### src/rtl/game_pkg.sv
// game_pkg: shared tile/mode/heading types, map geometry and movement helpers
package game_pkg;
    localparam int MAP_WIDTH  = 80;
    localparam int MAP_HEIGHT = 60;
    localparam logic [7:0] start_x_1 = 8'd20;
    localparam logic [7:0] start_y_1 = 8'd30;
    localparam logic [7:0] start_x_2 = 8'd60;
    localparam logic [7:0] start_y_2 = 8'd30;
    typedef enum logic [1:0] {EMPTY, FRAME, PLAYER1, PLAYER2} tile;
    typedef enum logic [2:0] {MENU, PLAY, PLAYER1_WIN, PLAYER2_WIN, DRAW} game_mode;
    typedef enum logic [1:0] {UP, RIGHT, DOWN, LEFT} direction_t;
    typedef enum logic [2:0] {S_IDLE, S_WAIT, S_LOOK1, S_LOOK2, S_COMMIT1, S_COMMIT2} motion_state_t;
    typedef struct packed {
        logic [7:0] x;
        logic [7:0] y;
    } pos_t;
    function automatic direction_t opposite(input direction_t d);
        return direction_t'(d ^ 2'b10);
    endfunction
    function automatic direction_t steer(input direction_t cur, input direction_t req);
        return req == opposite(cur) ? cur : req;
    endfunction
    function automatic pos_t step_pos(input pos_t p, input direction_t d);
        pos_t n;
        n.x = d == RIGHT ? p.x + 8'd1 : d == LEFT ? p.x - 8'd1 : p.x;
        n.y = d == DOWN ? p.y + 8'd1 : d == UP ? p.y - 8'd1 : p.y;
        return n;
    endfunction
endpackage

### src/rtl/player_motion_step_timer.sv
// step_timer: free-running 0..MOVE_DIV-1 counter while enabled, one-cycle tick at the top
module step_timer #(
    parameter int MOVE_DIV = 2_000_000
) (
    input  logic clk,
    input  logic rst,
    input  logic en,
    output logic tick
);
    localparam int W = $clog2(MOVE_DIV);
    logic [W-1:0] cnt_q;
    assign tick = en && cnt_q == W'(MOVE_DIV - 1);
    // count while enabled, wrap on tick, hold at zero otherwise
    always_ff @(posedge clk) begin
        if (rst || !en || tick) cnt_q <= '0;
        else cnt_q <= cnt_q + W'(1);
    end
endmodule

### src/rtl/player_motion.sv
// player_motion: head positions, headings, collision checks and game mode for both players
module player_motion
    import game_pkg::*;
#(
    parameter int MOVE_DIV = 2_000_000
) (
    input  logic       clk,
    input  logic       rst,
    input  logic       start,
    input  logic [1:0] dir_1,
    input  logic [1:0] dir_2,
    input  tile        tile_in,
    output logic [7:0] tile_x,
    output logic [7:0] tile_y,
    output logic [7:0] current_x_1,
    output logic [7:0] current_y_1,
    output logic [7:0] current_x_2,
    output logic [7:0] current_y_2,
    output logic [1:0] selected_player,
    output game_mode   mode
);
    localparam pos_t START_1 = '{x: start_x_1, y: start_y_1};
    localparam pos_t START_2 = '{x: start_x_2, y: start_y_2};
    motion_state_t state_q, state_d;
    game_mode mode_q, mode_d;
    pos_t head1_q, head1_d, head2_q, head2_d;
    pos_t nxt1_q, nxt1_d, nxt2_q, nxt2_d;
    pos_t look_q, look_d;
    direction_t hd1_q, hd1_d, hd2_q, hd2_d;
    direction_t h1_new, h2_new;
    pos_t n1, n2;
    logic crash1_q, crash1_d, crash2, head_on, tick;
    logic [1:0] sel_q, sel_d;
    step_timer #(.MOVE_DIV(MOVE_DIV)) u_timer (
        .clk  (clk),
        .rst  (rst),
        .en   (mode_q == PLAY),
        .tick (tick)
    );
    // next-state and registered-output logic of the step sequencer
    always_comb begin
        h1_new   = steer(hd1_q, direction_t'(dir_1));
        h2_new   = steer(hd2_q, direction_t'(dir_2));
        n1       = step_pos(head1_q, h1_new);
        n2       = step_pos(head2_q, h2_new);
        crash2   = tile_in != EMPTY;
        head_on  = nxt1_q == nxt2_q;
        state_d  = state_q;
        mode_d   = mode_q;
        head1_d  = head1_q;
        head2_d  = head2_q;
        nxt1_d   = nxt1_q;
        nxt2_d   = nxt2_q;
        look_d   = look_q;
        hd1_d    = hd1_q;
        hd2_d    = hd2_q;
        crash1_d = crash1_q;
        sel_d    = 2'b00;
        case (state_q)
            S_IDLE: if (start) begin
                mode_d  = PLAY;
                head1_d = START_1;
                head2_d = START_2;
                hd1_d   = RIGHT;
                hd2_d   = LEFT;
                state_d = S_WAIT;
            end
            S_WAIT: if (tick) begin
                hd1_d   = h1_new;
                hd2_d   = h2_new;
                nxt1_d  = n1;
                nxt2_d  = n2;
                look_d  = n1;
                state_d = S_LOOK1;
            end
            S_LOOK1: begin
                crash1_d = tile_in != EMPTY;
                look_d   = nxt2_q;
                state_d  = S_LOOK2;
            end
            S_LOOK2: begin
                state_d = S_IDLE;
                if (head_on || (crash1_q && crash2)) mode_d = DRAW;
                else if (crash1_q) mode_d = PLAYER2_WIN;
                else if (crash2) mode_d = PLAYER1_WIN;
                else begin
                    head1_d = nxt1_q;
                    head2_d = nxt2_q;
                    sel_d   = 2'b01;
                    state_d = S_COMMIT1;
                end
            end
            S_COMMIT1: begin
                sel_d   = 2'b11;
                state_d = S_COMMIT2;
            end
            S_COMMIT2: state_d = S_WAIT;
            default: state_d = S_IDLE;
        endcase
    end
    // state and datapath registers with synchronous reset to the round-start values
    always_ff @(posedge clk) begin
        if (rst) begin
            state_q  <= S_IDLE;
            mode_q   <= MENU;
            head1_q  <= START_1;
            head2_q  <= START_2;
            nxt1_q   <= '0;
            nxt2_q   <= '0;
            look_q   <= '0;
            hd1_q    <= RIGHT;
            hd2_q    <= LEFT;
            crash1_q <= 1'b0;
            sel_q    <= 2'b00;
        end else begin
            state_q  <= state_d;
            mode_q   <= mode_d;
            head1_q  <= head1_d;
            head2_q  <= head2_d;
            nxt1_q   <= nxt1_d;
            nxt2_q   <= nxt2_d;
            look_q   <= look_d;
            hd1_q    <= hd1_d;
            hd2_q    <= hd2_d;
            crash1_q <= crash1_d;
            sel_q    <= sel_d;
        end
    end
    assign tile_x          = look_q.x;
    assign tile_y          = look_q.y;
    assign current_x_1     = head1_q.x;
    assign current_y_1     = head1_q.y;
    assign current_x_2     = head2_q.x;
    assign current_y_2     = head2_q.y;
    assign selected_player = sel_q;
    assign mode            = mode_q;
endmodule

### config.mk
export PLATFORM = sky130hd
export DESIGN_NAME = player_motion
export DESIGN_NICKNAME = d
export VERILOG_FILES = /design/src/rtl/game_pkg.sv /design/src/rtl/player_motion_step_timer.sv /design/src/rtl/player_motion.sv
export SDC_FILE = /design/constraint.sdc
export NUM_CORES = 1
export LEC_CHECK = 0
export ABC_CLOCK_PERIOD_IN_PS = 4400
export CAP_MARGIN = 30
export CORE_MARGIN = 5
export CORE_UTILIZATION = 40
export DETAILED_ROUTE_END_ITERATION = 16
export PLACE_DENSITY_LB_ADDON = 0.2
export SLEW_MARGIN = 0
export SYNTH_ARGS = -nofsm -noshare
export SYNTH_HDL_FRONTEND = slang
export SYNTH_SLANG_ARGS = --single-unit
### constraint.sdc
create_clock -name clk -period 4.4 [get_ports clk]
set_input_delay 0.44 -clock clk [delete_from_list [all_inputs] [get_ports clk]]
set_output_delay 0.44 -clock clk [all_outputs]
set_load 0.02 [all_outputs]
==> results of run 1 <==
[Yosys cell counts, types with 6 or more instances]
master / n / area, µm²
dfxtp_1: 114 / 2280
nand2_1: 94 / 353
nor2_1: 57 / 214
a21oi_1: 44 / 220
xnor2_1: 40 / 350
xor2_1: 27 / 236
mux2i_1: 22 / 220
nand3_1: 19 / 95.1
nand4_1: 16 / 100
buf_2: 14 / 70.1
o22a_1: 14 / 123
inv_1: 13 / 48.8
a22o_1: 12 / 105
o21ai_0: 12 / 60.1
a22oi_1: 11 / 82.6
clkbuf_1: 10 / 37.5
nor3_1: 10 / 50.1
and3_1: 9 / 56.3
ha_1: 9 / 113
nor4_1: 7 / 43.8
nor4b_1: 6 / 52.6
[sequential cells by signal, indices dropped and copies added (netlist names), 3 cells and up]
register and count:
u_timer.cnt_q 21, nxt1_q 16, nxt2_q 16, current_x_1 8, current_x_2 8, current_y_1 8
current_y_2 8, tile_x 8, tile_y 8, mode 3, state_q 3
[critical path, delay by kind of cell, from the launching register on]
family,cells,cell delay [ns]
flip-flops,1,0.35
XOR/XNOR,1,0.30
AND/OR/NAND/NOR,2,0.84
AO/OA/AOI/OAI,2,0.86
[where the power goes]
part,total [µW],internal (µW),switching [µW]
Clock,1460,987,476
Combinational,79.9,26.7,53.2
Sequential,1040,1040,4.30
Total,2580,2050,533
[metal layers]
metal	global-route usage (%)	vias up	share of wire, %
li1	-	2389	-
met1	25.5	2437	46
met2	32.2	146	48
met3	4.45	21	4.7
met4	6.86	0	1.4
met5	0	-	0
[cells by family after synthesis]
kind of cell | after synthesis
AO/OA/AOI/OAI | 122
adder cells (fa/ha/maj) | 9
XOR/XNOR | 67
multiplexers | 26
flip-flops | 114
AND/OR/NAND/NOR | 261
buffers and inverters | 47
[cell type report]
cell class	instances	share of cell area, %
clock inverters	10	2.21
inverters	15	0.800
clock buffers	22	6.74
well taps	180	3.20
flip-flops and latches	114	32.4
multi-input cells	485	45.4
repair buffers	67	9.21
[stage by stage]
stage | hold WS, ns | area, µm² | total power (µW) | utilization (%) | setup slack (ns)
final | 0.440 | 7030 | 2580 | 50.5 | 1.88
after global routing | 0.459 | 7030 | 2670 | 50.5 | 1.75
after CTS | 0.445 | 7030 | 2600 | 50.5 | 1.89
after detailed placement | 0.437 | 6400 | 1140 | 46.0 | 1.53
after global placement | 0.422 | 6400 | 1140 | 45.9 | 1.57
after floorplan | 0.413 | 5690 | 1120 | - | 2.40
[worst max path at each step]
stage,cells after the start,endpoint,slack [ns]
after floorplan,7,tile_x[6],2.40
after global placement,8,tile_x[7],1.57
after detailed placement,8,tile_x[7],1.53
after CTS,6,tile_x[1],1.89
after global routing,5,u_timer.cnt_q[11],1.75
final,5,current_y_1[1],1.88
==> metrics.txt, run 1 <==
Worst Path Required=4.67 ns; worst setup path startpoint=nxt2_q[0]; non-filler cells, final=893; synthesized area per cell=8.81 µm²; Core Rows=43; CP Launch Type=flop; Routed Antenna Nets=0; initial antenna violation count=0; kind of critical path=flop to flop; Die Area=0.0167 mm²; Post-synth ARST share=0%; RSZ-0062 raised after global routing=false; # port buffers=61; Post-synth EDFFs=0; CTS tree=done; Seq/Total Area, Yosys=40.1%; dpl hpwl=11.3 mm; Critical Path, Cell by Cell=xnor2_1 > nand4_1 > nor4_4 > o211a_1 > a21oi_1; CP max FO=13; max incr delay on CP=0.70 ns; Initial Util=40.9%; Vias=4993; Worst Tran Pin Value=1.02 ns; Worst-Skew Late Latency=0.42 ns; Cell variety after synth=62; PD cells=367 mW/mm²; Pleak=0.00257 µW; R2R Path End=current_y_1[1]; vias in the first global route=4770; Tightest Hold Check Type=flop to flop; fin nets=718; relative slew slack=31.6%; total CTS buffers=17; Seq cells post-synth=114; ant diodes=0; RD Place Congestion=0.887; share of cells above drive strength 1=9.40%; mux cell area share after synthesis=4.66%; R2R depth=5; post-synthesis adder-cell area fraction=1.98%; # IOs=62; cts repair resizes=0; Hold EP=u_timer.cnt_q[0]; CTS clk-pin slew, worst paths=0.05 ns; post-route clock period utilization=57.3%; fillers=1306; Routed WL per cell=17.8 µm; Final Hold Violating Endpoints=0; Post-Route WL=15.9 mm; Mapped Cells=646; max frequency=0.397 GHz; Crit. End Element=flop; synthesized area=0.00569 mm²; Critical R2R Launch=nxt2_q[0]; Simple-Gate Fraction of Synth Area=24.3%; Synth Flop Type=dfxtp_1; GRT overflow=0; largest family of logic cells by synthesized area=simple AND/OR/NAND/NOR gates; H-tree Lvls=4; Die H=129 µm; initial DRC count=416; pins over their slew limit=0; Net Count, Synth=664; core area=0.0139 mm²; Peak supply drop=0.258 mV; status=completed; first-pass GRT wire length=25.4 mm; TritonRoute pass-1 iters=5; CTS sink count=114; pin count of the biggest net entering global routing=54; Clock Tree Root=clkbuf_16; multi-input logic area=0.00319 mm²; Final min period=2.52 ns; CTS max path bufs=2; Worst Skew=0.00709 ns; Sequential cell area=0.00228 mm²; crit path DAT=2.79 ns; Final setup viols=0; Via density=5.59; slowest CP cell=o211a_1; Syn-to-layout area delta=23.5%; hold buffer count at CTS=0; die width=129 µm; commonest cells after routing, fill and taps aside=dfxtp_1 (114), nand2_1 (94), clkdlybuf4s50_1 (60); hold path depth=1; Synth Area in XOR/XNOR=10.3%; residual DRC count=0; hold_sp=u_timer.cnt_q[0]; MaxCap Viol Count=0; most common cell after layout, fill and taps aside=dfxtp_1; Setup Fix Bufs, Post-CTS=0; setup TNS=0 ns; flop-to-flop setup slack=1.88 ns; total track usage=19.6%; synth warn=0; Post-Place Cells=861; post-synthesis compound-gate area fraction=14.7%
Power figures use the tool's default switching activity.
==> run 2, diff against run 1 <==
Settings changed: ABC_CLOCK_PERIOD_IN_PS 4400 to 2600.
Clock period 4.4 ns to 2.6 ns, I/O delays scaled along.
==> metrics.txt, run 2 (same netlist as run 1, synthesis figures left out) <==
hold_sp=rst; post-route clock period utilization=86.8% (+30 points); pin count of the biggest net entering global routing=29 (-46%); Critical R2R Launch=state_q[0]; initial antenna violation count=0 (unchanged); RSZ-0062 raised after global routing=false; Sequential cell area=0.00228 mm² (unchanged); die width=129 µm (unchanged); Pleak=0.00264 µW (+2.7%); dpl hpwl=11.7 mm (+3.0%); fin nets=734 (+2.2%); share of cells above drive strength 1=11.4% (+2.0 points); core area=0.0139 mm² (unchanged); multi-input logic area=0.00319 mm² (unchanged); RD Place Congestion=0.829 (-6.6%); relative slew slack=34.5% (+2.9 points); Die Area=0.0167 mm² (unchanged); Worst Path Required=2.89 ns (-1.78 ns); total track usage=19.7% (+0.11 points); CP Launch Type=flop; hold buffer count at CTS=0 (unchanged); PD cells=595 mW/mm² (+62%); Die H=129 µm (unchanged); first-pass GRT wire length=26.0 mm (+2.5%); Peak supply drop=0.400 mV (+55%); hold path depth=2 (+1); total CTS buffers=17 (unchanged); cts repair resizes=0 (unchanged); GRT overflow=0 (unchanged); max reg flops=21 (unchanged); flop-to-flop setup slack=0.34 ns (-1.54 ns); CP max FO=16 (+3); setup TNS=0 ns (unchanged); Final Hold Violating Endpoints=0 (unchanged); # port buffers=61 (unchanged); Worst-Skew Late Latency=0.41 ns (about the same); Reg with most FFs=u_timer.cnt_q; commonest cells after routing, fill and taps aside=dfxtp_1 (114), nand2_1 (94), clkdlybuf4s50_1 (60); R2R Path End=current_x_2[5]; fillers=1263 (-3.3%); max incr delay on CP=0.60 ns (-0.10 ns); Crit. End Element=flop; Clock Tree Root=clkbuf_16; kind of critical path=flop to flop; CTS max path bufs=2 (unchanged); Hold EP=mode[2]; CTS clk-pin slew, worst paths=0.06 ns (about the same); residual DRC count=0 (unchanged); most common cell after layout, fill and taps aside=dfxtp_1; Final setup viols=0 (unchanged); Initial Util=40.9% (unchanged); Critical Path, Cell by Cell=inv_1 > nor3_4 > nand2_1 > or3_1 > o22a_1; Syn-to-layout area delta=25.3%; CTS tree=done; TritonRoute pass-1 iters=5 (unchanged); R2R depth=5 (unchanged); Post-Route WL=16.0 mm (+0.46%); Tightest Hold Check Type=primary input to flop; initial DRC count=468 (+13%); vias in the first global route=4862 (+1.9%); # IOs=62 (unchanged); max frequency=0.443 GHz (+12%); CTS sink count=114 (unchanged); Design Power=4250 µW (+64%); H-tree Lvls=4 (unchanged); Via density=5.55 (-0.78%); Vias=5043 (+1.0%); Core Rows=43 (unchanged); Final min period=2.26 ns (-0.264 ns); Worst Tran Pin Value=0.979 ns (-0.0439 ns); slowest CP cell=or3_1; MaxCap Viol Count=0 (unchanged); Routed WL per cell=17.6 µm (-1.3%); status=completed; ant diodes=0 (unchanged); pins over their slew limit=0 (unchanged); crit path DAT=2.55 ns (-0.24 ns); Setup Fix Bufs, Post-CTS=0 (unchanged); Top Registers=u_timer.cnt_q x21, nxt1_q x16, nxt2_q x16; Worst Skew=0.0130 ns (+0.00589 ns); Routed Antenna Nets=0 (unchanged)
## run 2: cell types whose count changed in the layout (fill, tap and decap cells not counted)
cell | previous run | this run
buf_12 | 0 | 1
buf_2 | 2 | 1
buf_4 | 5 | 21
bufinv_16 | 4 | 3
clkbuf_8 | 3 | 2
clkinv_2 | 4 | 6
## run 2: per-stage QoR
stage               cell area, µm²  util (%)  hold WS [ns]  cells  setup slack (ns)
floorplan                     5690         -         0.413    646             0.601
global placement              6540      46.9         0.423    877             0.318
detailed placement            6540      46.9         0.429    877             0.273
CTS                           7140      51.2         0.194    909             0.350
global route                  7140      51.2         0.214    909             0.230
finish                        7140      51.2         0.207    909             0.343
## run 2: per-layer routing
layer / track usage [%] / part of all wire (%) / vias to the layer above
li1: - / - / 2426
met1: 26.7 / 44 / 2447
met2: 32.3 / 48 / 157
met3: 3.63 / 6.5 / 13
met4: 5.81 / 1.2 / 0
met5: 0 / 0 / -
## run 2: worst max-delay path by stage
stage | to | start | slack [ns]
3_5_place_dp | current_y_2[3] | tile_in[1] | 0.27
3_3_place_gp | current_x_2[2] | tile_in[1] | 0.32
2_1_floorplan | tile_x[6] | mode[0] | 0.60
5_1_grt | current_y_2[3] | state_q[0] | 0.23
6_report | current_x_2[5] | state_q[0] | 0.34
4_1_cts | current_y_2[3] | state_q[0] | 0.35
## run 2: where the power goes
part / switching [µW] / leakage (µW) / internal (µW) / total, µW
logic: 93.3 / 0.00142 / 53.3 / 147
clock network: 795 / 0.000292 / 1540 / 2340
registers: 6.93 / 0.000919 / 1750 / 1760
total: 895 / 0.00264 / 3350 / 4250
## run 2: worst max-delay path, delay by kind of cell (launching register included)
kind,cells,cell delay [ns]
AND/OR/NAND/NOR,3,1.08
flip-flops,1,0.52
buffers and inverters,1,0.22
AO/OA/AOI/OAI,1,0.31
## run 2: cell type report
cell class / count / share of cell area, %
multi-input combinational: 485 / 44.7
sequential: 114 / 32.0
timing repair buffer: 83 / 11.0
clock buffer: 21 / 6.45
tap: 180 / 3.16
clock inverter: 11 / 1.89
inverter: 15 / 0.789
